**src/rtl/mem_arbiter.sv**
```systemverilog
// mem_arbiter -- shares one single-ported memory between an instruction-fetch
// port and a data port. One access is in flight at a time; each access walks
// IDLE -> ISSUE -> WAIT -> DONE, so a request sampled in IDLE completes
// WAIT+2 cycles later and back-to-back accesses run every WAIT+3 cycles.
// When both ports request in the same IDLE cycle, the port that did not win
// the previous grant is served (round-robin on lastGnt).
//
// Parameters
//   WAIT      memory read latency in cycles (1..4), issue edge to memRdata valid
// Ports
//   clk, reset             single clock, synchronous active-high reset
//   iReq/iAddr             fetch request and address
//   iData/iValid/iStall    registered fetch data, completion pulse, stall
//   dReq/dWrite/dAddr/dWdata  data request, direction, address, write data
//   dRdata/dValid/dStall   registered read data, completion pulse, stall
//   memEn/memWrite/memAddr/memWdata  memory strobe/control, zero outside ISSUE
//   memRdata               memory read data
//   busy                   high whenever the FSM is not in IDLE
module mem_arbiter #(
  parameter int WAIT = 1
) (
  input  logic        clk,
  input  logic        reset,
  input  logic        iReq,
  input  logic [15:0] iAddr,
  output logic [15:0] iData,
  output logic        iValid,
  output logic        iStall,
  input  logic        dReq,
  input  logic        dWrite,
  input  logic [15:0] dAddr,
  input  logic [15:0] dWdata,
  output logic [15:0] dRdata,
  output logic        dValid,
  output logic        dStall,
  output logic        memEn,
  output logic        memWrite,
  output logic [15:0] memAddr,
  output logic [15:0] memWdata,
  input  logic [15:0] memRdata,
  output logic        busy
);

  typedef enum logic [1:0] {
    ST_IDLE,
    ST_ISSUE,
    ST_WAIT,
    ST_DONE
  } state_t;

  typedef enum logic {
    PORT_I = 1'b0,
    PORT_D = 1'b1
  } port_t;

  // WAIT-1 is at most 3, so two bits cover every legal latency.
  localparam int          CW       = 2;
  localparam logic [CW-1:0] CNT_LOAD = CW'(WAIT - 1);

  state_t        state, state_nxt;
  port_t         last_gnt;     // winner of the most recent grant
  port_t         gnt;          // owner of the access in flight
  port_t         gnt_nxt;      // arbitration result for this IDLE cycle
  logic          lat_write;
  logic [15:0]   lat_addr;
  logic [15:0]   lat_wdata;
  logic [CW-1:0] cnt;

  // Arbitration: a lone requester wins; on contention the port that lost
  // last time wins.
  always_comb begin
    // NOTE: every signal assigned in always_comb gets a default first so no
    // path through the block leaves it unassigned (which would infer a latch).
    gnt_nxt = PORT_I;
    if (dReq && (!iReq || last_gnt == PORT_I)) begin
      gnt_nxt = PORT_D;
    end
  end

  // Next-state logic.
  always_comb begin
    state_nxt = state;
    unique case (state)
      ST_IDLE:  if (iReq || dReq) state_nxt = ST_ISSUE;
      ST_ISSUE: state_nxt = ST_WAIT;
      ST_WAIT:  if (cnt == '0) state_nxt = ST_DONE;
      ST_DONE:  state_nxt = ST_IDLE;
      default:  state_nxt = ST_IDLE;
    endcase
  end

  // Outputs are decoded from state; the memory bus is driven only in ISSUE
  // and is forced to zero otherwise so the memory never sees stale control.
  always_comb begin
    memEn    = 1'b0;
    memWrite = 1'b0;
    memAddr  = '0;
    memWdata = '0;
    if (state == ST_ISSUE) begin
      memEn    = 1'b1;
      memWrite = lat_write;
      memAddr  = lat_addr;
      memWdata = lat_wdata;
    end
  end

  assign iValid = (state == ST_DONE) && (gnt == PORT_I);
  assign dValid = (state == ST_DONE) && (gnt == PORT_D);
  assign iStall = iReq & ~iValid;
  assign dStall = dReq & ~dValid;
  assign busy   = (state != ST_IDLE);

  always_ff @(posedge clk) begin
    // NOTE: state registers use non-blocking assignments so every flop samples
    // the pre-edge values of the others, independent of statement order.
    if (reset) begin
      // NOTE: the returned-data registers are cleared on reset because they
      // are visible outputs with a defined post-reset value, not scratch storage.
      state     <= ST_IDLE;
      last_gnt  <= PORT_I;
      gnt       <= PORT_I;
      lat_write <= 1'b0;
      lat_addr  <= '0;
      lat_wdata <= '0;
      cnt       <= '0;
      iData     <= '0;
      dRdata    <= '0;
    end else begin
      state <= state_nxt;
      unique case (state)
        ST_IDLE: begin
          if (iReq || dReq) begin
            gnt      <= gnt_nxt;
            last_gnt <= gnt_nxt;
            if (gnt_nxt == PORT_D) begin
              lat_addr  <= dAddr;
              lat_write <= dWrite;
              lat_wdata <= dWrite ? dWdata : '0;
            end else begin
              lat_addr  <= iAddr;
              lat_write <= 1'b0;
              lat_wdata <= '0;
            end
          end
        end
        ST_ISSUE: cnt <= CNT_LOAD;
        ST_WAIT: begin
          if (cnt != '0) begin
            cnt <= cnt - 1'b1;
          end else if (!lat_write) begin
            // Final WAIT cycle: memRdata is valid now. Writes leave dRdata alone.
            if (gnt == PORT_I) iData  <= memRdata;
            else               dRdata <= memRdata;
          end
        end
        default: ;
      endcase
    end
  end

endmodule
```
**config.mk**
```make
export PLATFORM = sky130hd
export DESIGN_NAME = mem_arbiter
export DESIGN_NICKNAME = d
export VERILOG_FILES = /design/src/rtl/mem_arbiter.sv
export SDC_FILE = /design/constraint.sdc
export NUM_CORES = 1
export LEC_CHECK = 0
export ABC_CLOCK_PERIOD_IN_PS = 1500
export CAP_MARGIN = 5
export CORE_MARGIN = 5
export CORE_UTILIZATION = 37
export DETAILED_ROUTE_END_ITERATION = 10
export PLACE_DENSITY_LB_ADDON = 0.25
export SLEW_MARGIN = 20
export SYNTH_ARGS = -nofsm -noshare
export SYNTH_HDL_FRONTEND = slang
export SYNTH_SLANG_ARGS = --single-unit
export TNS_END_PERCENT = 5
```
**constraint.sdc**
```tcl
create_clock -name clk -period 1.5 [get_ports clk]
set_clock_uncertainty 0.05 [all_clocks]
set_input_delay 0.3 -clock clk [delete_from_list [all_inputs] [get_ports clk]]
set_output_delay 0.3 -clock clk [all_outputs]
set_load 0.01 [all_outputs]
```
**Yosys cells after proc, flatten, opt, wreduce, memory -nomap -nowiden**

Cells that the tools add are included.
Widths: inputs -> output; s select.

- Register bits after elaboration: 70
- Bits of input ports: 69

- $add $sub $neg: 1
- Equal/unequal tests: 6
- Mux-type cells: 14
- Bitwise gates (word level): 7
- Reduce and logical (&&, ||, !) cells: 16

Operator list:

| cell | number |
|---|---|
| $mux 16 | 5 |
| $pmux 2 s4 | 1 |
| $reduce_and 4->1 | 2 |
| $mux 2 | 3 |
| $ne 2x2->1 const B | 3 |
| $reduce_and 2->1 | 3 |
| $reduce_bool 2->1 | 3 |
| $not 1->1 | 5 |
| $eq 2x2->1 const B | 2 |
| $logic_not 2->1 | 2 |
| $mux 1 | 4 |
| $pmux 2 s2 | 1 |
| $logic_and 1x1->1 | 3 |
| $and 1x1->1 | 2 |
| $eq 2x1->1 const B | 1 |
| $logic_or 1x1->1 | 2 |
| $sub 2x1->2 const B | 1 |
| $logic_not 1->1 | 1 |

**Logic depth before layout (Yosys ltp)**

- Word-level depth: 5
- Gate-level depth with buffers: 7

**Least setup slack after synthesis**

OpenSTA, ideal clock, no wires.

- Path kind: register -> register
- From: register state[0]
- To: register lat_wdata[10]
- Arrival time: 1.502 ns
- Path slack: -0.109 ns
- Cell stages (with the launch flop): 8
- Period minus slack after synthesis: 1.609 ns
- Cells stage by stage: dfxtp_1 > inv_1 > ha_1 > o21a_1 > buf_2 > nor2_2 > buf_2 > a22o_2

- Longest elaborated chain between the ends: 2

RTL lines:

| item | line | source |
|---|---|---|
| start, declared | 60 | `state_t state, state_nxt;` |
| start signal, assigned | 129 | `state <= state_nxt;` |
| $logic_not 2->1 | 130 | `unique case (state)` |
| $reduce_and 2->1 (no source line) | n/a |  |
| end signal, assigned | 138 | `lat_wdata <= dWrite ? dWdata : '0;` |
| end, declared | 66 | `logic [15:0] lat_wdata;` |

No other way between the ends.
A chain may end at the register's enable or synchronous reset.

**Final worst setup path**

- From: register state[0]
- To: output port memAddr[14]

- Longest elaborated chain between the ends: 2

RTL lines:

| item | line | source |
|---|---|---|
| $eq 2x1->1 | 99 | `if (state == ST_ISSUE) begin` |
| $mux 16 | 99 |  |
| end, declared | 38 | `output logic [15:0] memAddr,` |

No other way between the ends.

==> results.ini <==
[synth]
syn_inst = 352
yosys.area.top_type_share_pct = 47.0
yosysTopAreaCell = dfxtp_1
ys_ff_latch = 70
yosysSeqAreaShare_pct = 47.0
synth-main-ff-cell = dfxtp_1
syn_area_um2 = 2980
synth_edf_count = 0
ys_types = 33
yosysMostFrequentCell = nand2_1
synthArstFlopShare_pct = 0
synth.top_cells.by_count = nand2_1 (81), dfxtp_1 (70), a21oi_1 (52)
synthTopCellsByArea = dfxtp_1 (47%), nand2_1 (10%), a21oi_1 (8.7%)
syn_nets = 429
avgSynthCellArea_um2 = 8.47
yosysWarnings = 0

[cells_and_area]
final_nets = 586
drive_gt1_share_pct = 29.4
area_growth_pct = 70.8
design_area_um2 = 5090
antennaDiodeCount = 0

[routing]
ant_nets = 0
dr.pass1.iters = 4
drt_first_iter_violations = 83
post_drt_wl_per_cell_um = 14.8
wl_um = 9120
drc_errors = 0
vias = 2993
avgViaCountPerCell = 4.86

[timing]
whs_ns = 0.402
slew_headroom_pct = 73.2
report.final.slew_viol_count = 0
fin_ws_ns = -0.195
worst_pin_slew_ns = 0.401
max_freq_ghz = 0.590
rsz0062_at_grt = true
setup_violations = 53
finalCritPeriodShare_pct = 113
finalHoldViolCount = 0
finalCriticalPeriod_ns = 1.69
setup_tns_ns = -5.90

[floorplanning]
die_h_um = 99.8
die_area_um2 = 9950
rows = 32
start_util_pct = 38.2
coreArea_um2 = 7810
die_x_um = 99.8
io_pins = 140

[worst_setup_path]
cp_slowest_cell = dfxtp_4
required_ns = 1.15
critPathMaxFanout = 11
cpPeakStageDelay_ns = 0.37
endpoint_kind = primary output
start_kind = register
cp.arrival_ns = 1.34
r2r_cells = 7
crit_chain = ha_4, clkbuf_16, and2_1, buf_2
path_class = reg -> out

[clock_network]
clock-root-buffer = clkbuf_8
cts.sinks = 70
clk_pin_slew_ns = 0.07
htree_levels = 3
cts_tree = built
numCtsBuffers = 9
cts_buffer_depth = 2
post_cts_buffers = 0
clock_latency_ns = 0.34

[flow_run]
cap_violations = 0

[worst_hold_path]
hp-class = reg -> reg
min_path_cells = 2

[global_route]
overflow = 0
grt_max_degree = 34
grt_use_total_pct = 18.2
grt_pass1_wl_um = 14600
grt_pass1_vias = 3043
antenna_found_initial = 0

[power_and_ir_drop]
finalPower_uw = 7720
cellPowerDensity_nw_per_um2 = 1520
ir_worst_vdd_mv = 0.626
power_leakage_uw = 0.00218

[place]
dp_hpwl_um = 6390
pre_cts_slack_ns = -0.360
place_congestion = 0.815
dpl_cell_area_um2 = 4730
io_buffer_count = 139

[status]
status = complete, but fails checks
violations = setup timing

==> worst paths after layout <==
path                          start  slack (ns)                endpoint
max reg2reg   state[0]$_SDFFE_PP0P_       -0.04   state[0]$_SDFFE_PP0P_
max           state[0]$_SDFFE_PP0P_       -0.19             memAddr[14]
min reg2reg  dRdata[7]$_SDFFE_PP0P_        0.40  dRdata[7]$_SDFFE_PP0P_
min          dRdata[7]$_SDFFE_PP0P_        0.40  dRdata[7]$_SDFFE_PP0P_
==> state kept, by name, indices dropped and copies added, names as in the netlist <==
name,cells
gnt,1
lat_addr,16
lat_wdata,16
dRdata,16
iData,16
state,2
lat_write,1
cnt,2
==> critical path, delay by kind of cell, from the launching register on <==
kind / cells / cell delay (ns)
fa+ha+maj: 1 / 0.19
buf+inv: 2 / 0.29
flops: 1 / 0.37
simple gates: 1 / 0.15
==> cell families (layout without fill, tap and decap cells) <==
| logic type | after synthesis | count (layout) | share of synthesized area [%] |
|---|---|---|---|
| compound gates | 94 | 94 | 20.9 |
| buf+inv | 32 | 194 | 5.04 |
| flops | 70 | 70 | 47.0 |
| simple gates | 147 | 147 | 23.4 |
| mux | 1 | 1 | 0.336 |
| fa+ha+maj | 8 | 8 | 3.36 |
==> per-layer routing <==
layer,vias to the layer above,global-route usage [%],part of all wire [%]
met2,82,30.9,51
li1,1498,-,-
met4,0,6.72,1.5
met5,-,0,0
met1,1402,22.2,42
met3,11,4.52,5.7
==> timing repair <==
item | CTS | global route
resized for setup | 227 | 48
pin swaps | 11 | 27
hold buffers | 0 | 0
setup endpoints to repair | 140 | 105
cloned | 1 | 1
==> cell type report <==
| type | instances | area [um2] |
|---|---|---|
| fillers | 658 | 2720 |
| flip-flops and latches | 70 | 1410 |
| clock buffers | 12 | 145 |
| repair buffers | 172 | 1660 |
| well taps | 102 | 128 |
| clock inverters | 4 | 70.1 |
| inverters | 6 | 27.5 |
| multi-input cells | 250 | 1650 |
==> stage by stage <==
| stage | util, % | cells |
|---|---|---|
| 6_report | 65.2 | 616 |
| 5_1_grt | 65.2 | 616 |
| 4_1_cts | 62.3 | 615 |
| 3_5_place_dp | 60.6 | 598 |
| 3_3_place_gp | 60.6 | 598 |
| 2_1_floorplan | - | 352 |
==> cells in the final DEF, fill, tap and decap left out, types with 2 or more instances in the layout <==
cell             netlist  routed
nand2b_1               4       4
dfxtp_1               70      68
clkdlybuf4s50_1        0      67
inv_2                  0       3
buf_6                  2      24
ha_4                   0       5
clkinv_2               0       2
clkbuf_1              13       2
a211o_1                2       2
buf_4                  1      17
a21oi_1               52      38
nand3_1                2       2
nor2_1                17      17
and2_1                34      15
buf_12                 0       9
bufinv_16              0       2
buf_2                  9      22
ha_1                   8       2
a21oi_2                0      14
inv_1                  6       2
nor2b_1                3       2
and2_4                 0      19
clkbuf_8               0      10
a22o_1                 6       6
a22o_2                10      10
a211oi_1              16      15
dlygate4sd2_1          0      32
nand2_1               81      80
==> where the power goes <==
| part | switching [uW] | internal [uW] | total, uW |
|---|---|---|---|
| clock | 695 | 979 | 1670 |
| sequential | 198 | 2240 | 2440 |
| combinational | 1700 | 1910 | 3610 |
(Power assumes the default switching activity.)
